`src/rtl/note_judge_pkg.sv`:
```
// Shared definitions for the rhythm-game note judge and the LED controller:
// judge codes, game FSM encoding and score increments.
package note_judge_pkg;

    typedef enum logic [1:0] {
        JUDGE_NONE    = 2'b00,
        JUDGE_MISS    = 2'b01,
        JUDGE_NORMAL  = 2'b10,
        JUDGE_PERFECT = 2'b11
    } judge_t;

    typedef enum logic [1:0] {
        ST_IDLE   = 2'b00,
        ST_ARMED  = 2'b01,
        ST_ACTIVE = 2'b10,
        ST_OVER   = 2'b11
    } state_t;

    localparam logic [15:0] SCORE_PERFECT = 16'd3;
    localparam logic [15:0] SCORE_NORMAL  = 16'd1;
    localparam logic [15:0] SCORE_MISS    = 16'd0;

    function automatic logic [15:0] score_inc(input judge_t judge);
        logic [15:0] inc;
        case (judge)
            JUDGE_PERFECT: inc = SCORE_PERFECT;
            JUDGE_NORMAL:  inc = SCORE_NORMAL;
            default:       inc = SCORE_MISS;
        endcase
        return inc;
    endfunction

    // Score accumulation clamps at the top of the 16-bit range.
    function automatic logic [15:0] sat_add16(input logic [15:0] a, input logic [15:0] b);
        logic [16:0] sum;
        sum = {1'b0, a} + {1'b0, b};
        return sum[16] ? 16'hFFFF : sum[15:0];
    endfunction

endpackage

```
`src/rtl/note_judge_key_sync_edge.sv`:
```
// Brings the asynchronous player button into the clk domain and turns each
// press into a single-cycle pulse.
module key_sync_edge (
    input  logic clk,
    input  logic rst,
    input  logic key,
    output logic press
);

    logic sync1;
    logic sync2;
    logic prev;

    always_ff @(posedge clk or posedge rst) begin
        if (rst) begin
            sync1 <= 1'b0;
            sync2 <= 1'b0;
            prev  <= 1'b0;
        end else begin
            sync1 <= key;
            sync2 <= sync1;
            prev  <= sync2;
        end
    end

    assign press = sync2 & ~prev;

endmodule

```
`src/rtl/note_judge.sv`:
```
// Rhythm-game note judge: times button presses against a window centred on
// each note's target line and keeps score, combo and game-over state.
module note_judge
    import note_judge_pkg::*;
#(
    parameter int PERFECT_WIN = 30,
    parameter int NORMAL_WIN  = 100,
    parameter int HOLD_MS     = 200,
    parameter int TOTAL_NOTES = 64,
    parameter int MAX_MISS    = 10
) (
    input  logic        clk,
    input  logic        rst,
    input  logic        i_tick,
    input  logic        i_start,
    input  logic        i_note,
    input  logic        i_key,
    output logic [1:0]  o_judge,
    output logic        o_game_over,
    output logic [15:0] o_score,
    output logic [7:0]  o_combo,
    output logic [7:0]  o_max_combo,
    output logic [1:0]  dbg_state
);

    localparam int WIN_LAST_I = 2 * NORMAL_WIN;
    localparam int WIN_W      = $clog2(WIN_LAST_I + 1);
    localparam int HOLD_W     = $clog2(HOLD_MS + 1);
    localparam int NOTE_W     = $clog2(TOTAL_NOTES + 1);
    localparam int MISS_W     = $clog2(MAX_MISS + 1);

    localparam logic [WIN_W-1:0] WIN_CENTER = WIN_W'(NORMAL_WIN);
    localparam logic [WIN_W-1:0] WIN_LAST   = WIN_W'(WIN_LAST_I);
    localparam logic [WIN_W-1:0] PERFECT_D  = WIN_W'(PERFECT_WIN);

    state_t            state;
    state_t            state_next;
    logic [WIN_W-1:0]  win_cnt;
    logic [WIN_W-1:0]  win_next;
    logic [WIN_W-1:0]  win_dist;
    logic              press;
    logic              judge_fire;
    judge_t            judge_code;
    judge_t            judge_q;
    logic [HOLD_W-1:0] hold_cnt;
    logic [NOTE_W-1:0] note_cnt;
    logic [MISS_W-1:0] miss_cnt;
    logic              last_note;
    logic              last_miss;
    logic [7:0]        combo_up;

    key_sync_edge u_key (
        .clk   (clk),
        .rst   (rst),
        .key   (i_key),
        .press (press)
    );

    // Distance from the target line, in ms, of the note currently in flight.
    assign win_dist  = (win_cnt >= WIN_CENTER) ? (win_cnt - WIN_CENTER)
                                               : (WIN_CENTER - win_cnt);
    assign last_note = (note_cnt == NOTE_W'(TOTAL_NOTES - 1));
    assign last_miss = (miss_cnt == MISS_W'(MAX_MISS - 1));
    assign combo_up  = (o_combo == 8'hFF) ? 8'hFF : (o_combo + 8'd1);

    always_ff @(posedge clk or posedge rst) begin
        if (rst) begin
            state   <= ST_IDLE;
            win_cnt <= '0;
        end else begin
            state   <= state_next;
            win_cnt <= win_next;
        end
    end

    // A press always wins over a simultaneous note arrival or timeout; the
    // timeout fires on the tick that would carry win_cnt past WIN_LAST.
    always_comb begin
        state_next = state;
        win_next   = win_cnt;
        judge_fire = 1'b0;
        judge_code = JUDGE_NONE;
        if (i_start) begin
            state_next = ST_ARMED;
            win_next   = '0;
        end else begin
            case (state)
                ST_ARMED: begin
                    if (i_note) begin
                        state_next = ST_ACTIVE;
                        win_next   = '0;
                    end
                end
                ST_ACTIVE: begin
                    if (press) begin
                        judge_fire = 1'b1;
                        judge_code = (win_dist <= PERFECT_D) ? JUDGE_PERFECT : JUDGE_NORMAL;
                        if (i_note) begin
                            win_next = '0;
                        end else begin
                            state_next = ST_ARMED;
                        end
                    end else if (i_note) begin
                        judge_fire = 1'b1;
                        judge_code = JUDGE_MISS;
                        win_next   = '0;
                    end else if (i_tick) begin
                        if (win_cnt == WIN_LAST) begin
                            judge_fire = 1'b1;
                            judge_code = JUDGE_MISS;
                            state_next = ST_ARMED;
                        end else begin
                            win_next = win_cnt + WIN_W'(1);
                        end
                    end
                end
                default: begin
                end
            endcase
            if (judge_fire && (last_note || ((judge_code == JUDGE_MISS) && last_miss))) begin
                state_next = ST_OVER;
            end
        end
    end

    // Judgement display: reload on every judgement, count down on ticks,
    // and keep running in OVER so the final judgement completes its hold.
    always_ff @(posedge clk or posedge rst) begin
        if (rst) begin
            judge_q  <= JUDGE_NONE;
            hold_cnt <= '0;
        end else if (i_start) begin
            judge_q  <= JUDGE_NONE;
            hold_cnt <= '0;
        end else if (judge_fire) begin
            judge_q  <= judge_code;
            hold_cnt <= HOLD_W'(HOLD_MS);
        end else if (i_tick && (hold_cnt != '0)) begin
            hold_cnt <= hold_cnt - HOLD_W'(1);
            if (hold_cnt == HOLD_W'(1)) begin
                judge_q <= JUDGE_NONE;
            end
        end
    end

    always_ff @(posedge clk or posedge rst) begin
        if (rst) begin
            o_score     <= '0;
            o_combo     <= '0;
            o_max_combo <= '0;
            note_cnt    <= '0;
            miss_cnt    <= '0;
        end else if (i_start) begin
            o_score     <= '0;
            o_combo     <= '0;
            o_max_combo <= '0;
            note_cnt    <= '0;
            miss_cnt    <= '0;
        end else if (judge_fire) begin
            o_score  <= sat_add16(o_score, score_inc(judge_code));
            note_cnt <= note_cnt + NOTE_W'(1);
            if (judge_code == JUDGE_MISS) begin
                o_combo  <= '0;
                miss_cnt <= miss_cnt + MISS_W'(1);
            end else begin
                o_combo <= combo_up;
                if (combo_up > o_max_combo) begin
                    o_max_combo <= combo_up;
                end
            end
        end
    end

    assign o_judge     = judge_q;
    assign o_game_over = (state == ST_OVER);
    assign dbg_state   = state;

endmodule
```
`config.mk`:
```
export PLATFORM = sky130hd
export DESIGN_NAME = note_judge
export DESIGN_NICKNAME = d
export VERILOG_FILES = /design/src/rtl/note_judge_pkg.sv /design/src/rtl/note_judge_key_sync_edge.sv /design/src/rtl/note_judge.sv
export SDC_FILE = /design/constraint.sdc
export NUM_CORES = 1
export LEC_CHECK = 0
export BUFFER_PORTS_ARGS = -buffer_cell sky130_fd_sc_hd__clkbuf_2
export CAP_MARGIN = 20
export CORE_MARGIN = 2
export CORE_UTILIZATION = 54
export DETAILED_ROUTE_END_ITERATION = 12
export PLACE_DENSITY_LB_ADDON = 0.08
export SLEW_MARGIN = 0
export SYNTH_ARGS = -nofsm -noshare
export SYNTH_HDL_FRONTEND = slang
export SYNTH_SLANG_ARGS = --single-unit
```
`constraint.sdc`:
```
create_clock -name clk -period 4.22 [get_ports clk]
set_clock_uncertainty 0.2 [all_clocks]
set_input_delay 0.211 -clock clk [delete_from_list [all_inputs] [get_ports clk]]
set_output_delay 0.211 -clock clk [all_outputs]
set_load 0.005 [all_outputs]
```
# --- Yosys cells after proc, flatten, opt, wreduce, memory -nomap -nowiden ---
# Index checks and enable logic that the tools add are counted.
word_totals:
  in_bits: 6
  output_inout_bits: 37
  ff_bits: 66
  elab_cells: 119
classes:
  eq_ne: 19
  reduce_logical: 17
  magnitude_cmp: 3
  n_mux: 58
  n_addsub: 8
  bitwise_logic: 2
op_table:
  columns: ["operator", "count"]
  rows:
  - ["$mux 8", 18]
  - ["$mux 16", 5]
  - ["$mux 2", 16]
  - ["$ne 5x5->1 const B", 4]
  - ["$add 16x16->17", 1]
  - ["$add 8x1->8 const B", 2]
  - ["$eq 8x8->1 const B", 2]
  - ["$pmux 8 s2", 1]
  - ["$mux 7", 2]
  - ["$mux 4", 3]
  - ["$mux 1", 11]
  - ["$reduce_bool 3->1", 3]
  - ["$eq 2x2->1 const B", 4]
  - ["$eq 8x1->1 const B", 1]
  - ["$ge 8x7->1 const B", 1]
  - ["$gt 8x8->1", 1]
  - ["$le 8x5->1 const B", 1]
  - ["$ne 4x4->1 const B", 2]
  - ["$pmux 2 s2", 2]
  - ["$reduce_bool 8->1", 1]
  - ["$sub 7x8->8 const A", 1]
  - ["$sub 8x1->8 const B", 1]
  - ["$sub 8x7->8 const B", 1]
  - ["$add 7x1->7 const B", 1]
  - ["14 further kinds", 22]

# --- Logic depth before layout (Yosys ltp) ---
depth:
  ltp_word: 16
  mapped_depth: 17
  depth_no_buf: 15

# --- By module ---
# Synthesis repeated with hierarchy kept, for this count alone.
hier_totals:
  cells_unflattened: 458
  hier_area_um2: 4182.8
by_module_without_submodules:
  columns: ["mod", "seq_area_each_um2", "cells_each", "area_each_um2", "instances"]
  rows:
  - ["note_judge", 1576.5, 453, 4090.2, 1]
  - ["key_sync_edge", 75.1, 5, 92.6, 1]

# --- Worst setup path before layout ---
# Ideal clock, no wire load.
synth_path:
  path_type: "register to register"
  from: "reg win_cnt[2]"
  to: "reg o_score[7]"
  t_arrival_ps: 3663
  period_less_slack_ps: 3962
  setup_ps: 99
  path_buffers: 2
  setup_slack_ps: 258
  path_stages_with_launch: 18
  required_ps: 3921
  cell_sequence: "dfrtp_1 inv_1 ha_1 nor2b_1 buf_6 a21o_1 a221o_1 o2111a_1 a211o_1 or2_1 fa_1 nor2b_1 and4_1 nand3_1 buf_2 a21oi_1 nor2_1 a311oi_1"
synth_between:
  elab_chain_len: 16
  elab_cells_between_ends: 31
  cone_classes: "add/sub (3); order compare (2); eq/ne (3); mux (22); reduce/logical (1)"
synth_lines:
  columns: ["item", "line_no", "source"]
  rows:
  - ["from (decl)", "note_judge.sv:38", "logic [WIN_W-1:0] win_cnt;"]
  - ["from (signal assigned)", "note_judge.sv:72", "win_cnt <= win_next;"]
  - ["$sub 7x8->8 (tied with other cells)", "note_judge.sv:61", ": (WIN_CENTER - win_cnt);"]
  - ["$mux 8 or $mux 1 (tied branches)", "note_judge.sv:60, note_judge.sv:108", null]
  - ["$le 8x5->1 or $mux 1 (tied branches)", "note_judge.sv:97, note_judge.sv:107", null]
  - ["$mux 1 (on tied branches)", "note_judge.sv:97, note_judge.sv:103", null]
  - ["$mux 2", "note_judge.sv:95", "if (press) begin"]
  - ["$mux 2", "note_judge.sv:87", "case (state)"]
  - ["$mux 2 (2 in a row)", "note_judge.sv:83", "if (i_start) begin"]
  - ["$eq 2x2->1", "note_judge_pkg.sv:25", "case (judge)"]
  - ["$pmux 2 s2", "note_judge_pkg.sv:25", null]
  - ["$mux 16", "note_judge.sv:159", "end else if (judge_fire) begin"]
  - ["$mux 16", "note_judge.sv:153", "end else if (i_start) begin"]
  - ["$add 16x16->17", "note_judge_pkg.sv:36", "sum = {1'b0, a} + {1'b0, b};"]
  - ["$mux 16", "note_judge_pkg.sv:37", "return sum[16] ? 16'hFFFF : sum[15:0];"]
  - ["$mux 16", "note_judge.sv:159", null]
  - ["$mux 16", "note_judge.sv:153", null]
  - ["to (signal assigned)", "note_judge.sv:160", "o_score <= sat_add16(o_score, score_inc(judge_code));"]
  - ["to (decl)", "note_judge.sv:20", "output logic [15:0] o_score,"]
# Several ways; a longest one is shown, not always the timed one. The select of a mux whose other input is x is not followed.
# A chain may end at the register's enable or synchronous reset.

# --- Worst setup path in the final report ---
layout_path:
  from: "reg win_cnt[1]"
  to: "reg o_score[4]"
# The elaborated chain is that of the path after synthesis.

==> flow_metrics.env <==
export IMPL_status="completed"
export IMPL_rsz0062_at_grt="false"
export IMPL_register_area_um2=1650
export IMPL_hp_class="in2reg"
export IMPL_synth_seq_area_share_pct=40.5
export IMPL_drive_gt1_share_pct=17.7
export IMPL_worstReg2RegEnd="o_score[4]$_DFFE_PP0P_"
export IMPL_post_cts_buffers=0
export IMPL_cap_violations=0
export IMPL_grt_pass1_wl_mm=16.0
export IMPL_gp_congestion=0.836
export IMPL_p_per_area_nw_per_um2=357
export IMPL_rr_startpoint="win_cnt[1]$_DFFE_PP0P_"
export IMPL_yosys_register_bits=66
export IMPL_final_antenna_net_count=0
export IMPL_arrival_ps=4060
export IMPL_die_w_um=91.0
export IMPL_grt_max_degree=44
export IMPL_cp_start_kind="register"
export IMPL_seqPwrFrac_pct=43.4
export IMPL_ios=43
export IMPL_rows=31
export IMPL_synthFlopType="dfrtp_1"
export IMPL_antenna_found_initial=0
export IMPL_portBuffers=42
export IMPL_setup_worst_path_end="o_score[4]$_DFFE_PP0P_"
export IMPL_clkPwrFrac_pct=34.5
export IMPL_placed_area_um2=4460
export IMPL_avgRoutedWirePerCell_um=15.6
export IMPL_r2r_cells=15
export IMPL_crit_start="win_cnt[1]$_DFFE_PP0P_"
export IMPL_final_cell_area_um2=4720
export IMPL_setup_ws_ps=209
export IMPL_ys_types=55
export IMPL_tightest_slew_ps=946
export IMPL_cts_buffer_depth=2
export IMPL_reg2reg_slack_ps=210
export IMPL_wl_mm=9.61
export IMPL_grt_total_usage_pct=23.7
export IMPL_p_switching_mw=0.523
export IMPL_coreArea_um2=7290
export IMPL_via_per_inst=5.87
export IMPL_multi_input_area_um2=2260
export IMPL_hpwlAfterDp_mm=6.72
export IMPL_syn_nets=491
export IMPL_ys_async_sr_fraction_pct=100
export IMPL_syn2layout_area_growth_pct=15.7
export IMPL_drc=0
export IMPL_ys_warn_count=0
export IMPL_placed_cells=596
export IMPL_clockRootBuffer="clkbuf_8"
export IMPL_h_tree_depth=3
export IMPL_grt_overflow_total=0
export IMPL_fmax_ghz=0.249
export IMPL_vias=3602
export IMPL_first_pass_iters=5
export IMPL_crit_type="reg2reg"
export IMPL_synth_enable_flop_cells=0
export IMPL_sw_frac_of_total_pct=31.0
export IMPL_internal_power_mw=1.16
export IMPL_drv_slew=0
export IMPL_cp_max_fo=8
export IMPL_netlist_area_um2=4080
export IMPL_cp_end_kind="register"
export IMPL_clkLatencyLatePin_ps=340
export IMPL_drtIter0Drc=222
export IMPL_holdWs_ps=60.8
export IMPL_fin_total_pwr_mw=1.69
export IMPL_post_place_ws_ps=47.1
export IMPL_layout_cells_non_filler=614
export IMPL_worst_ep_required_time_ps=4270
export IMPL_period_share_pct=95.0
export IMPL_clock_sinks=66
export IMPL_avgSynthCellArea_um2=8.97
export IMPL_p_leak_nw=2.15
export IMPL_numCtsBuffers=9
export IMPL_syn_instance_count=455
export IMPL_setup_viol=0
export IMPL_slew_limit_headroom_pct=36.8
export IMPL_timing_setup_tns_ps=0
export IMPL_dieArea_um2=8270
export IMPL_n_fill_cell=657
export IMPL_final_util_pct=64.8
export IMPL_period_needed_ps=4010
export IMPL_cts_tree="yes"
export IMPL_pwr_share_comb_pct=22.2
export IMPL_num_antenna_cells=0
export IMPL_fin_nets=546
export IMPL_clk_pin_slew_ps=70
export IMPL_initial_core_util_pct=56.0
export IMPL_peakVddDrop_mv=0.278
export IMPL_grt_pass1_vias=3393
export IMPL_die_y_um=91.0
export IMPL_finalHoldViolations=0
## kinds of logic (layout without fill, tap and decap cells)
logic type                 Yosys count  after routing  synth area share [%]
AOI/OAI and AO/OA                  103            103                  17.9
adders and majority gates           30             30                  9.38
DFF                                 66             66                  40.5
and+or+nand+nor                    176            176                  20.3
buffers and inverters               49            109                  5.00
xor gates and xnor gates            23             23                  4.93
muxes                                8              8                  2.02
## power groups by stage
stage / combinational [mW] / sequential (mW) / clock [mW]
after global routing: 0.423 / 0.737 / 0.620
final: 0.374 / 0.731 / 0.581
after floorplan: 0.277 / 0.731 / 0
after detailed placement: 0.368 / 0.743 / 0
after CTS: 0.374 / 0.730 / 0.593
after global placement: 0.361 / 0.740 / 0
## state kept, by name, indices dropped and copies added (netlist names)
| name | count |
|---|---|
| u_key.sync1 | 1 |
| miss_cnt | 4 |
| note_cnt | 7 |
| u_key.sync2 | 1 |
| hold_cnt | 8 |
| dbg_state | 2 |
| o_judge | 2 |
| o_combo | 8 |
| o_max_combo | 8 |
| u_key.prev | 1 |
| o_score | 16 |
| win_cnt | 8 |
## worst max-delay path: stages (launching register included)
cell      delay (ps)
dfrtp_2          440
inv_1             90
ha_1             200
nand2_2          120
a21o_1           170
a221o_1          340
o2111a_1         140
a211o_1          330
or2_1            260
fa_2             400
nor2b_2          150
and4_2           290
nand3_2          170
buf_4            220
and4_1           190
a211oi_1         230
## area by class of cell
class	count	share of cell area, %
timing repair buffer	61	7.57
clock inverter	5	1.67
sequential	66	35.0
inverter	32	2.54
multi-input combinational	340	47.8
tap	99	2.62
clock buffer	11	2.78
## cell usage in the layout, fill, tap and decap left out, types with 15 or more instances in the layout
cell	n
dfrtp_1	65
nor2_1	57
nand2_1	44
clkbuf_2	42
inv_1	30
ha_1	29
a21oi_1	27
buf_4	17
o21ai_0	16
nor3_1	15
## routing by layer
metal	global-route usage, %	part of all wire (%)
met2	37.8	47
met5	0	0
met4	10.1	2.7
met3	3.90	3.7
met1	32.1	46
## worst min path at each step
stage	from	to	slack [ps]	depth (start not counted)
floorplan	i_key	u_key.sync1$_DFF_PP0_	40	0
global placement	i_key	u_key.sync1$_DFF_PP0_	120	1
detailed placement	i_key	u_key.sync1$_DFF_PP0_	120	1
CTS	i_start	dbg_state[0]$_DFFE_PP0P_	40	3
global route	i_start	dbg_state[0]$_DFFE_PP0P_	70	3
finish	i_start	dbg_state[0]$_DFFE_PP0P_	60	3
## synthesized netlist by cell type (3+ instances only)
master    number  share of area [%]
dfrtp_1       66                 40
nor2_1        57                5.2
nand2_1       46                4.2
inv_1         31                2.9
ha_1          29                8.9
a21oi_1       28                3.4
nor3_1        16                2.0
o21ai_0       16                2.0
nand3_1       13                1.6
xor2_1        12                2.6
xnor2_1       11                2.4
nand4_1       10                1.5
a211oi_1       9                1.7
a22o_1         8                1.7
and3_1         8                1.2
clkbuf_1       8               0.74
a31oi_1        7                1.1
buf_2          7               0.86
a311oi_1       6                1.3
mux2i_1        6                1.5
nor2b_1        6               0.92
a21o_1         4               0.74
nor4_1         4               0.61
and4_1         3               0.64
nand2b_1       3               0.46
## what timing repair did
action / CTS / global route
hold buffers: 2 / 0
setup endpoints to repair: 1 / 9
pin swaps: 0 / 0
hold endpoints to repair: 43 / 0
gates resized for setup: 3 / 8
(Power assumes the default switching activity.)
